`src/rtl/digit_scan_pkg.sv`:
```
// Shared types and constants for the multiplexed seven-segment digit scanner.
// Holds the scan FSM state encoding and the default blank digit code.
package digit_scan_pkg;

  typedef enum logic [1:0] {
    IDLE  = 2'd0,
    GUARD = 2'd1,
    SHOW  = 2'd2
  } scan_state_e;

  localparam logic [4:0] BLANK_CODE_DEFAULT = 5'h1F;

endpackage

```
`src/rtl/digit_scan_mux_scan_timer.sv`:
```
// Modulo-N up counter with synchronous clear and a terminal-count pulse.
// tc is high for the single enabled cycle in which the count wraps N-1 -> 0.
module scan_timer #(
  parameter int N = 8,
  localparam int CW = (N > 1) ? $clog2(N) : 1
) (
  input  logic clk,
  input  logic reset_n,
  input  logic clear,
  input  logic en,
  output logic tc
);

  localparam logic [CW-1:0] LAST = CW'(N - 1);

  logic [CW-1:0] count;

  assign tc = en && (count == LAST);

  always_ff @(posedge clk or negedge reset_n) begin
    if (!reset_n) begin
      count <= '0;
    end else if (clear) begin
      count <= '0;
    end else if (en) begin
      count <= tc ? '0 : count + CW'(1);
    end
  end

endmodule

```
`src/rtl/digit_scan_mux.sv`:
```
// Time-multiplexed digit scanner: guard gap then show slot per digit, frame-wide
// shadow capture, leading-zero suppression and per-digit blinking.
module digit_scan_mux
  import digit_scan_pkg::*;
#(
  parameter int NUM_DIGITS   = 4,
  parameter int DIGIT_W      = 5,
  parameter int SHOW_CYCLES  = 50000,
  parameter int GUARD_CYCLES = 8,
  parameter int BLINK_FRAMES = 32,
  parameter logic [DIGIT_W-1:0] BLANK_CODE = DIGIT_W'(BLANK_CODE_DEFAULT),
  parameter int LZ_DIGITS    = NUM_DIGITS - 1,
  localparam int IW = $clog2(NUM_DIGITS)
) (
  input  logic                          clk,
  input  logic                          reset_n,
  input  logic                          enable,
  input  logic [NUM_DIGITS*DIGIT_W-1:0] digits_in,
  input  logic [NUM_DIGITS-1:0]         blink_mask,
  input  logic                          lz_en,
  output logic [DIGIT_W-1:0]            digit_out,
  output logic [IW-1:0]                 digit_sel,
  output logic [NUM_DIGITS-1:0]         anode_n,
  output logic                          frame_tick,
  output scan_state_e                   state_dbg
);

  localparam logic [IW-1:0] LAST_IDX = IW'(NUM_DIGITS - 1);

  scan_state_e state, state_nxt;
  logic [IW-1:0] idx, idx_nxt;
  logic frame_start, frame_end, frame_pend;
  logic guard_tc, show_tc, blink_tc;
  logic blink_on;

  logic [NUM_DIGITS*DIGIT_W-1:0] sh_digits;
  logic [NUM_DIGITS-1:0]         sh_blink;
  logic                          sh_lz;

  logic [NUM_DIGITS-1:0] lz_blank;
  logic                  prefix_zero;
  logic [DIGIT_W-1:0]    cur_code;
  logic                  blank_now;

  logic [NUM_DIGITS-1:0] anode_d;
  logic [DIGIT_W-1:0]    code_d;
  logic [IW-1:0]         sel_d;
  logic                  tick_d;

  assign state_dbg = state;

  scan_timer #(.N(GUARD_CYCLES)) u_guard_timer (
    .clk     (clk),
    .reset_n (reset_n),
    .clear   (!enable || state != GUARD),
    .en      (state == GUARD),
    .tc      (guard_tc)
  );

  scan_timer #(.N(SHOW_CYCLES)) u_show_timer (
    .clk     (clk),
    .reset_n (reset_n),
    .clear   (!enable || state != SHOW),
    .en      (state == SHOW),
    .tc      (show_tc)
  );

  // Counts completed frames, so the first frame after enable is never skipped.
  scan_timer #(.N(BLINK_FRAMES)) u_blink_timer (
    .clk     (clk),
    .reset_n (reset_n),
    .clear   (!enable),
    .en      (frame_end),
    .tc      (blink_tc)
  );

  always_comb begin
    state_nxt   = state;
    idx_nxt     = idx;
    frame_start = 1'b0;
    frame_end   = 1'b0;
    case (state)
      IDLE: begin
        if (enable) begin
          state_nxt   = GUARD;
          idx_nxt     = '0;
          frame_start = 1'b1;
        end
      end
      GUARD: begin
        if (!enable) begin
          state_nxt = IDLE;
          idx_nxt   = '0;
        end else if (guard_tc) begin
          state_nxt = SHOW;
        end
      end
      SHOW: begin
        if (!enable) begin
          state_nxt = IDLE;
          idx_nxt   = '0;
        end else if (show_tc) begin
          state_nxt = GUARD;
          if (idx == LAST_IDX) begin
            idx_nxt     = '0;
            frame_start = 1'b1;
            frame_end   = 1'b1;
          end else begin
            idx_nxt = idx + IW'(1);
          end
        end
      end
      default: begin
        state_nxt = IDLE;
        idx_nxt   = '0;
      end
    endcase
  end

  always_ff @(posedge clk or negedge reset_n) begin
    if (!reset_n) begin
      state      <= IDLE;
      idx        <= '0;
      frame_pend <= 1'b0;
      blink_on   <= 1'b1;
      sh_digits  <= '0;
      sh_blink   <= '0;
      sh_lz      <= 1'b0;
    end else begin
      state      <= state_nxt;
      idx        <= idx_nxt;
      frame_pend <= frame_start;
      if (!enable) begin
        blink_on <= 1'b1;
      end else if (blink_tc) begin
        blink_on <= ~blink_on;
      end
      // Inputs are sampled once per frame so a digit update never tears a frame.
      if (frame_start) begin
        sh_digits <= digits_in;
        sh_blink  <= blink_mask;
        sh_lz     <= lz_en;
      end
    end
  end

  // Digit i is a leading zero when it and every more-significant digit are zero.
  always_comb begin
    lz_blank    = '0;
    prefix_zero = 1'b1;
    for (int i = 0; i < NUM_DIGITS; i++) begin
      prefix_zero = prefix_zero && (sh_digits[i*DIGIT_W +: DIGIT_W] == '0);
      lz_blank[i] = sh_lz && prefix_zero && (i < LZ_DIGITS);
    end
  end

  assign cur_code  = sh_digits[idx*DIGIT_W +: DIGIT_W];
  assign blank_now = lz_blank[idx] || (sh_blink[idx] && !blink_on);

  // Pin values are derived from the current state and registered below; a low
  // enable forces the idle pattern on the very next edge.
  always_comb begin
    anode_d = '1;
    code_d  = BLANK_CODE;
    sel_d   = '0;
    tick_d  = 1'b0;
    if (enable) begin
      case (state)
        GUARD: begin
          sel_d  = idx;
          tick_d = frame_pend;
        end
        SHOW: begin
          sel_d        = idx;
          anode_d[idx] = 1'b0;
          code_d       = blank_now ? BLANK_CODE : cur_code;
        end
        default: ;
      endcase
    end
  end

  always_ff @(posedge clk or negedge reset_n) begin
    if (!reset_n) begin
      anode_n    <= '1;
      digit_out  <= BLANK_CODE;
      digit_sel  <= '0;
      frame_tick <= 1'b0;
    end else begin
      anode_n    <= anode_d;
      digit_out  <= code_d;
      digit_sel  <= sel_d;
      frame_tick <= tick_d;
    end
  end

endmodule

```
`config.mk`:
```
export PLATFORM = sky130hd
export DESIGN_NAME = digit_scan_mux
export DESIGN_NICKNAME = d
export VERILOG_FILES = /design/src/rtl/digit_scan_pkg.sv /design/src/rtl/digit_scan_mux_scan_timer.sv /design/src/rtl/digit_scan_mux.sv
export SDC_FILE = /design/constraint.sdc
export NUM_CORES = 1
export LEC_CHECK = 0
export ABC_AREA = 1
export BUFFER_PORTS_ARGS = -buffer_cell sky130_fd_sc_hd__buf_4
export CAP_MARGIN = 10
export CORE_ASPECT_RATIO = 1.2
export CORE_MARGIN = 4
export CORE_UTILIZATION = 40
export CTS_CLUSTER_DIAMETER = 120
export DETAILED_ROUTE_END_ITERATION = 8
export PLACE_DENSITY = 0.66
export SETUP_SLACK_MARGIN = 0.1
export SLEW_MARGIN = 0
export SYNTH_ARGS = -nofsm -noshare
export SYNTH_HDL_FRONTEND = slang
export SYNTH_HIERARCHICAL = 1
export SYNTH_SLANG_ARGS = --single-unit
```
`constraint.sdc`:
```
create_clock -name clk -period 4.3 [get_ports clk]
set_input_delay 0.43 -clock clk [delete_from_list [all_inputs] [get_ports clk]]
set_output_delay 0.43 -clock clk [all_outputs]
set_load 0.05 [all_outputs]
```
==> flow_metrics.py, run 1 <==
metrics = {
    "routing": {
        "vias": 2923,
        "postRouteAntennaNets": 0,
        "via_per_inst": 4.66,
        "post_drt_wl_per_cell_um": 12.4,
        "routed_wirelength_um": 7800,
        "drtIter0Drc": 116,
        "drt_pass1_iterations": 4,
        "drcViolationCount": 0,
    },
    "critical_path": {
        "critPathKind": "register to register",
        "reg2reg_depth": 11,
        "cp-start-kind": "register",
        "cp_max_fo": 49,
        "cp_data_arrival_time_ps": 2620,
        "required_ps": 4570,
        "end_kind": "register",
    },
    "timing": {
        "final_hold_viol_count": 0,
        "slew_violations": 0,
        "setup_viol": 0,
        "fin_crit_ps": 2350,
        "max_slew.worst_pin.slew_ps": 828,
        "setup_tns_ps": 0,
        "slew_headroom": 0.448,
        "fmax_mhz": 426,
        "rsz0062_at_grt": "no",
        "skew_ps": 9.02,
        "fin_crit_sh": 0.546,
    },
    "clock_tree": {
        "hold_buffers": 0,
        "clock_sinks": 67,
        "numCtsBuffers": 9,
        "post-cts-setup-buffer-count": 0,
        "worstSkewPairLatency_ps": 350,
        "clockBufferDepth": 2,
        "clockRootBuffer": "clkbuf_8",
        "cts_tree": "yes",
        "path_clk_slew_ps": 80,
        "htreeDepth": 3,
        "cts.repair.resized": 0,
    },
    "power": {
        "power_leakage_nw": 2.06,
        "internal_power_mw": 1.33,
        "sw_frac_of_total": 0.365,
        "powerDensity_mw_per_mm2": 488,
        "pwr-share-clk": 0.276,
        "ir_drop_uv": 231,
        "power_mw": 2.10,
        "netSwitchingPower_mw": 0.767,
        "p_comb_frac": 0.320,
        "seqPwrFrac": 0.404,
    },
    "worst_hold_path": {
        "hold_path.class": "primary input to async pin",
    },
    "grt": {
        "grt_first_pass_wirelength_um": 13400,
        "grt_pass1_vias": 2970,
        "grt_max_degree": 68,
        "grt-ovfl-total": 0,
        "antenna_found_initial": 0,
        "grt_util_all_layers": 0.158,
    },
    "die": {
        "row_count": 38,
        "dieHeight_um": 114,
        "io-pin-count": 42,
        "fp.dieW_um": 96.3,
        "dieArea_mm2": 0.0110,
        "core-area_mm2": 0.00908,
        "start_util": 0.412,
    },
    "logic_synthesis": {
        "ys_ff_latch": 67,
        "synth.cell_area_mm2": 0.00374,
        "synth.avg_cell_area_um2": 8.13,
        "syn_inst": 460,
        "yosysSeqAreaShare": 0.452,
        "synth_cell_types": 33,
        "yosysWarnings": 6,
        "synth_nets": 501,
    },
    "run_status": {
        "status": "complete, no violations",
    },
    "placement": {
        "gp_routability_congestion": 0.859,
        "dp_hpwl_um": 5770,
        "port_buffers": 41,
    },
    "final_layout": {
        "nets": 543,
        "fin_util": 0.475,
        "drive_gt1_frac": 0.247,
        "diodes": 0,
        "area_growth_pct": 15.2,
    },
    "flow_run": {
        "cap_violations": 0,
    },
}
-- power by group through the flow --
stage	clock network [mW]	logic [mW]	registers [mW]
floorplan	0	0.518	0.897
global placement	0	0.665	0.857
detailed placement	0	0.680	0.862
CTS	0.593	0.685	0.850
global route	0.623	0.769	0.864
finish	0.581	0.672	0.849
-- final cells by class --
cell class / count / area, um2
Sequential cell: 67 / 1690
Tap cell: 120 / 150
Timing Repair Buffer: 42 / 315
Fill cell: 917 / 4770
Clock buffer: 10 / 128
Clock inverter: 6 / 90.1
Multi-Input combinational cell: 317 / 1690
Inverter: 65 / 246
-- cells in the mapped netlist (all sizes together) --
cell type | count | area share
dfrtp | 57 | 0.38
nand4 | 4 | 0.0067
nor3 | 2 | 0.0027
o21ai | 36 | 0.076
nand3 | 45 | 0.072
inv | 64 | 0.065
clkbuf | 2 | 0.0023
clkinv | 1 | 0.0010
nand2 | 139 | 0.14
a21oi | 4 | 0.0054
xor2 | 4 | 0.0094
o21bai | 5 | 0.014
dfstp | 10 | 0.070
buf | 9 | 0.028
nor2 | 64 | 0.076
o21a | 1 | 0.0020
ha | 13 | 0.043
-- logic make-up (layout without fill, tap and decap cells) --
| kind of cell | count (synthesis) | in the layout | share of synthesized area |
|---|---|---|---|
| XOR/XNOR | 4 | 4 | 0.00937 |
| AND/OR/NAND/NOR | 254 | 254 | 0.301 |
| buffers and inverters | 76 | 123 | 0.0964 |
| flip-flops | 67 | 67 | 0.452 |
| adder cells (fa/ha/maj) | 13 | 13 | 0.0435 |
| AO/OA/AOI/OAI | 46 | 46 | 0.0977 |
-- layout by cell type (no fill, tap or decap), types with 3 or more instances in the layout --
master / synthesis / routed
nand3_4: 3 / 3
a21oi_1: 4 / 4
nand4_1: 4 / 4
xor2_1: 4 / 4
nand3_1: 41 / 41
inv_1: 57 / 57
ha_1: 13 / 13
o21bai_2: 4 / 4
clkbuf_8: 0 / 9
o21ai_0: 9 / 9
nor2_2: 8 / 8
nor2_4: 3 / 3
nand2_1: 133 / 133
inv_2: 6 / 6
o21ai_2: 25 / 25
buf_4: 0 / 42
dfstp_2: 10 / 10
nand2_2: 5 / 5
dfrtp_1: 57 / 57
nor2_1: 53 / 53
-- critical path, cell delays in order, from the launching register on --
cell,delay [ps]
dfrtp_1,420
inv_1,100
ha_1,340
nand3_1,120
nor2_1,110
nand3_1,100
inv_1,130
nand3_4,100
o21ai_4,80
buf_4,520
nand2_1,160
o21ai_2,80
-- flip-flops by register name, indices dropped and copies added, names as in the netlist --
register,cells
sh_lz,1
anode_n,4
state_dbg,2
digit_out,5
u_show_timer/count,16
frame_pend,1
blink_on,1
u_blink_timer/count,5
digit_sel,2
sh_digits,20
idx,2
sh_blink,4
frame_tick,1
u_guard_timer/count,3
-- path summary, 6_finish.rpt --
| kind | slack, ps | start | end |
|---|---|---|---|
| setup / recovery | 1950 | state_dbg[0] | sh_digits[1] |
| hold / removal | 170 | reset_n | u_show_timer/count[11] |
| setup reg to reg | 1950 | state_dbg[0] | sh_digits[1] |
| hold reg to reg | 480 | frame_pend | frame_tick |
| max in group asynchronous | 3580 | reset_n | u_blink_timer/count[1] |
| min in group clk | 280 | digits_in[9] | sh_digits[9] |
-- metrics by stage --
step / instance area (um2) / hold WS, ps / cells / setup WS, ps
final: 4310 / 167 / 627 / 1950
after floorplan: 3740 / 134 / 460 / 2240
after detailed placement: 4090 / 474 / 611 / 1950
after CTS: 4310 / 204 / 627 / 1930
after global routing: 4310 / 235 / 627 / 1660
after global placement: 4090 / 470 / 611 / 2050
-- routing by layer --
layer  vias up  track usage  share of wire
met5         -            0              0
met3        10       0.0336          0.045
met4         0       0.0541          0.015
met1      1356        0.204           0.45
met2        46        0.261           0.49
li1       1511            -              -
Note: power is estimated with default switching activity, not from simulation.
==> inputs of run 2 (changes only) <==
==> constraint.sdc (replaced) <==
create_clock -name clk -period 2.2 [get_ports clk]
set_input_delay 0.22 -clock clk [delete_from_list [all_inputs] [get_ports clk]]
set_output_delay 0.22 -clock clk [all_outputs]
set_load 0.05 [all_outputs]
==> run 2 against run 1 <==
Net effect:
- the run now ends with hold timing left
- sequential share of layout area fell by 0.56 points
- critical path type unchanged
- critical path depth down 1
- core utilization is 0.69 points higher
- combinational power is 120% higher
- worst setup slack worse by 1700 ps
- largest power group unchanged
==> flow_metrics.py, run 2 (synthesis gave the netlist of run 1 again) <==
metrics = {
    "run_status": {
        "status": "finished, violations left",
        "violations": "hold timing",
    },
    "flow_run": {
        "cap_violations": 0,
    },
    "critical_path": {
        "reg2reg_depth": 10,
        "critPathLaunch": "state_dbg[0]",
        "cp-start-kind": "register",
        "worstSetupEndpoint": "sh_digits[5]",
        "rrSetupSlack_ps": 280,
        "cp_max_fo": 9,
        "critPathKind": "register to register",
        "rr_endpoint": "sh_digits[5]",
        "cp_data_arrival_time_ps": 2150,
        "worstPathCellList": "inv_1 -> ha_2 -> nand3_1 -> nor2_1 -> nand3_1 -> inv_1 -> nand3_4 -> o21ai_4 -> clkbuf_16 -> o21ai_2",
        "end_kind": "register",
        "crit_slowest_cell": "dfrtp_1",
        "max_stage_delay_ps": 430,
        "r2r_start": "state_dbg[0]",
        "required_ps": 2430,
    },
    "final_layout": {
        "area_growth_pct": 16.9,
        "regMostFlops": "sh_digits",
        "final_common_cell": "nand2_1",
        "drive_gt1_frac": 0.260,
        "largest_registers": "sh_digits: 20 flops, u_show_timer/count: 16 flops",
        "largest_reg_flops": 20,
        "nets": 551,
        "final_cells": 635,
        "final_cell_mix": "nand2_1, inv_1, dfrtp_1",
        "diodes": 0,
    },
    "timing": {
        "skew_ps": 12.3,
        "setup_tns_ps": 0,
        "slew_headroom": 0.448,
        "fmax_mhz": 520,
        "fin_crit_sh": 0.874,
        "max_slew.worst_pin.slew_ps": 828,
        "whs_ps": -17.8,
        "slew_violations": 0,
        "fin_crit_ps": 1920,
        "setup_viol": 0,
        "rsz0062_at_grt": "no",
        "final_hold_viol_count": 22,
    },
    "worst_hold_path": {
        "hold_path.class": "primary input to async pin",
    },
    "routing": {
        "drt-met1-wl_um": 3550,
        "drcViolationCount": 0,
        "drtIter0Drc": 107,
        "wl_met2_um": 4130,
        "postRouteAntennaNets": 0,
        "routed_wirelength_um": 8200,
        "post_drt_wl_per_cell_um": 12.9,
        "vias": 3087,
        "drt_pass1_iterations": 7,
        "via_per_inst": 4.86,
        "routed-wl-met3_um": 390,
        "routed.top_layer": "met4",
    },
    "die": {
        "io-pin-count": 42,
        "start_util": 0.412,
        "dieHeight_um": 114,
        "row_count": 38,
        "fp.dieW_um": 96.3,
        "dieArea_mm2": 0.0110,
        "core-area_mm2": 0.00908,
    },
    "clock_tree": {
        "clockBufferDepth": 2,
        "clockRootBuffer": "clkbuf_8",
        "cts_tree": "yes",
        "htreeDepth": 3,
        "worstSkewPairLatency_ps": 340,
        "hold_buffers": 0,
        "path_clk_slew_ps": 80,
        "numCtsBuffers": 9,
        "clock_sinks": 67,
    },
    "grt": {
        "grt-ovfl-total": 0,
        "grt_first_pass_wirelength_um": 13600,
        "grt_max_degree": 68,
        "grt_pass1_vias": 3058,
        "grt_util_all_layers": 0.160,
        "antenna_found_initial": 0,
    },
    "power": {
        "ir_drop_uv": 462,
        "powerDensity_mw_per_mm2": 927,
        "power_leakage_nw": 2.09,
    },
    "placement": {
        "port_buffers": 41,
        "place_inst": 615,
        "gp_routability_congestion": 0.900,
        "dp_hpwl_um": 5960,
    },
}
[run 2: power by group]
group          switching, mW  total (mW)  internal, mW
registers              0.135        1.65          1.51
logic                  0.922        1.47         0.544
clock network          0.472       0.940         0.467
[run 2: what timing repair did]
item                                   in CTS  in global routing
resized for setup                           0                  2
setup endpoints to repair                   0                 24
endpoints found under the hold margin       0                  0
setup buffers                               0                  2
[run 2: stage by stage]
stage               utilization  power, mW  setup slack (ps)  area, um2
global route              0.481       4.34               117       4370
floorplan                     -       2.76               144       3740
detailed placement        0.455       3.07               204       4130
global placement          0.455       3.02               309       4130
finish                    0.481       4.05               277       4370
CTS                       0.475       4.02               161       4310
[run 2: worst min path at each step]
stage	from	slack [ps]	endpoint	cells after the start
floorplan	reset_n	-80	digit_sel[0]	0
global route	reset_n	50	u_show_timer/count[8]	1
CTS	reset_n	5	u_show_timer/count[8]	1
finish	reset_n	-20	u_show_timer/count[9]	1
global placement	reset_n	370	u_show_timer/count[9]	1
detailed placement	reset_n	390	u_show_timer/count[8]	1
[run 2: routing by layer]
layer  GRT usage  up-vias
met1       0.203     1461
li1            -     1536
met2       0.265       77
met4      0.0455        0
met5           0        -
met3      0.0409       13
[run 2: cell type report]
type	count	area, um2
fillers	893	4710
multi-input cells	317	1690
flip-flops and latches	67	1690
repair buffers	50	413
inverters	65	246
clock buffers	12	155
well taps	120	150
clock inverters	4	25.0
[run 2: worst max-delay path, delay by kind of cell (launching register included)]
kind / cells / cell delay, ps
buffers and inverters: 3 / 510
adder cells (fa/ha/maj): 1 / 230
AO/OA/AOI/OAI: 2 / 240
AND/OR/NAND/NOR: 4 / 410
flip-flops: 1 / 430
==> inputs of run 3 (changes only) <==
==> constraint.sdc (replaced) <==
create_clock -name clk -period 2.2 [get_ports clk]
set_input_delay 0.22 -clock clk [delete_from_list [all_inputs] [get_ports clk]]
set_output_delay 0.22 -clock clk [all_outputs]
set_load 0.1 [all_outputs]
==> run 3 against run 2 <==
Net effect:
- the flow now finishes without violations
- clock power increased by 11%
- register-to-register slack improved by 30 ps
- wire length decreased by 0.39%
- non-clock buffer count unchanged
- critical path depth increased by 1
- core utilization increased by 0.22 points
- global-route usage increased by 0.10 points
- cell area increased by 0.46%
- cell count unchanged
- sequential power about the same
- critical path type unchanged
==> flow_metrics.py, run 3 (synthesis gave the netlist of run 1 again) <==
metrics = {
    "power": {
        "pwr-share-clk": 0.244,
        "powerDensity_mw_per_mm2": 972,
        "internal_power_mw": 2.60,
        "netSwitchingPower_mw": 1.67,
        "seqPwrFrac": 0.386,
        "p_comb_frac": 0.370,
        "sw_frac_of_total": 0.390,
        "ir_drop_uv": 506,
        "power_leakage_nw": 2.09,
    },
    "final_layout": {
        "fillers": 886,
        "final_cell_mix": "nand2_1, inv_1, dfrtp_1",
        "final_common_cell": "nand2_1",
        "nets": 551,
        "diodes": 0,
        "largest_reg_flops": 20,
        "seqCellArea_mm2": 0.00169,
        "drive_gt1_frac": 0.262,
        "final_cells": 635,
        "multi_input_area_mm2": 0.00170,
        "fin_util": 0.484,
        "area_growth_pct": 17.4,
        "regMostFlops": "sh_digits",
        "largest_registers": "sh_digits: 20 flops, u_show_timer/count: 16 flops",
    },
    "die": {
        "io-pin-count": 42,
        "core-area_mm2": 0.00908,
        "dieHeight_um": 114,
        "row_count": 38,
        "dieArea_mm2": 0.0110,
        "start_util": 0.412,
        "fp.dieW_um": 96.3,
    },
    "clock_tree": {
        "worstSkewPairLatency_ps": 360,
        "clock_sinks": 67,
        "clockBufferDepth": 2,
        "htreeDepth": 3,
        "cts_tree": "yes",
        "numCtsBuffers": 9,
        "clockRootBuffer": "clkbuf_8",
        "path_clk_slew_ps": 70,
    },
    "timing": {
        "max_slew.worst_pin.slew_ps": 824,
        "setup_tns_ps": 0,
        "setup_viol": 0,
        "skew_ps": 10.7,
        "fin_crit_sh": 0.862,
        "fmax_mhz": 527,
        "final_hold_viol_count": 0,
        "slew_violations": 0,
        "slew_headroom": 0.451,
        "rsz0062_at_grt": "no",
        "fin_crit_ps": 1900,
    },
    "worst_hold_path": {
        "hold_path.class": "primary input to register",
    },
    "placement": {
        "place_inst": 614,
        "gp_routability_congestion": 0.896,
        "dp_hpwl_um": 5790,
        "port_buffers": 41,
    },
    "grt": {
        "grt_util_all_layers": 0.161,
        "grt-ovfl-total": 0,
        "grt_max_degree": 68,
        "grt_first_pass_wirelength_um": 13600,
        "antenna_found_initial": 0,
        "grt_pass1_vias": 2957,
    },
    "critical_path": {
        "cp_data_arrival_time_ps": 2110,
        "crit_slowest_cell": "dfrtp_2",
        "cp-start-kind": "register",
        "worstPathCellList": "inv_1 -> ha_1 -> buf_4 -> nand2_4 -> nor2_4 -> inv_2 -> nand3_1 -> inv_1 -> nand3_1 -> nand2_1 -> nor2_1",
        "end_kind": "register",
        "required_ps": 2420,
        "cp_max_fo": 11,
        "critPathKind": "register to register",
        "max_stage_delay_ps": 410,
    },
    "routing": {
        "drt_pass1_iterations": 5,
        "drcViolationCount": 0,
        "post_drt_wl_per_cell_um": 12.9,
        "via_per_inst": 4.74,
        "postRouteAntennaNets": 0,
        "drtIter0Drc": 121,
        "vias": 3011,
        "routed_wirelength_um": 8170,
    },
    "run_status": {
        "status": "complete, no violations",
    },
    "flow_run": {
        "cap_violations": 0,
    },
}
-- run 3: worst max-delay path: cells and delay by family (launching register included) --
family | cells | cell delay (ps)
fa+ha+maj | 1 | 210
buf+inv | 4 | 550
flops | 1 | 410
simple gates | 6 | 570
-- run 3: cell type report --
class | count | share of cell area
well taps | 120 | 0.0342
inverters | 65 | 0.0561
multi-input cells | 317 | 0.387
clock buffers | 11 | 0.0322
repair buffers | 50 | 0.0937
flip-flops and latches | 67 | 0.385
clock inverters | 5 | 0.0120
-- run 3: through the flow --
step | hold WS, ps | setup slack (ps) | cell area [um2] | total power [mW]
detailed placement | 382 | 219 | 4130 | 3.18
CTS | 53.2 | 198 | 4330 | 4.22
finish | 62.3 | 304 | 4390 | 4.27
global placement | 375 | 256 | 4130 | 3.15
global route | 59.4 | 130 | 4390 | 4.56
floorplan | -75.6 | 113 | 3740 | 2.90
-- run 3: power by group through the flow --
| stage | clock network (mW) | registers [mW] | logic [mW] |
|---|---|---|---|
| after CTS | 1.06 | 1.64 | 1.52 |
| after detailed placement | 0 | 1.67 | 1.51 |
| after global placement | 0 | 1.66 | 1.49 |
| final | 1.04 | 1.65 | 1.58 |
| after floorplan | 0 | 1.88 | 1.01 |
| after global routing | 1.10 | 1.68 | 1.77 |
-- run 3: per-layer routing --
| metal | routed length [um] | vias to the layer above | GRT usage |
|---|---|---|---|
| met4 | 101 | 0 | 0.0731 |
| met3 | 356 | 9 | 0.0270 |
| met5 | 0 | - | 0 |
| met2 | 4020 | 58 | 0.255 |
| li1 | - | 1527 | - |
| met1 | 3690 | 1417 | 0.212 |
-- run 3: timing repair --
item,4_1_cts,5_1_grt
resized for setup,0,2
buffers inserted,0,2
hold buffers,1,0
endpoints found under the hold margin,16,0
endpoints found under the setup margin,0,23
-- run 3: final timing paths --
path,startpoint,endpoint,slack [ps],depth (start not counted)
max,state_dbg[0],u_show_timer/count[12],300,11
min,blink_mask[2],sh_blink[2],60,3
max reg2reg,state_dbg[0],u_show_timer/count[12],300,11
min reg2reg,u_guard_timer/count[1],u_guard_timer/count[1],490,2
max in group asynchronous,reset_n,state_dbg[1],1100,2
min in group asynchronous,reset_n,u_show_timer/count[7],490,2
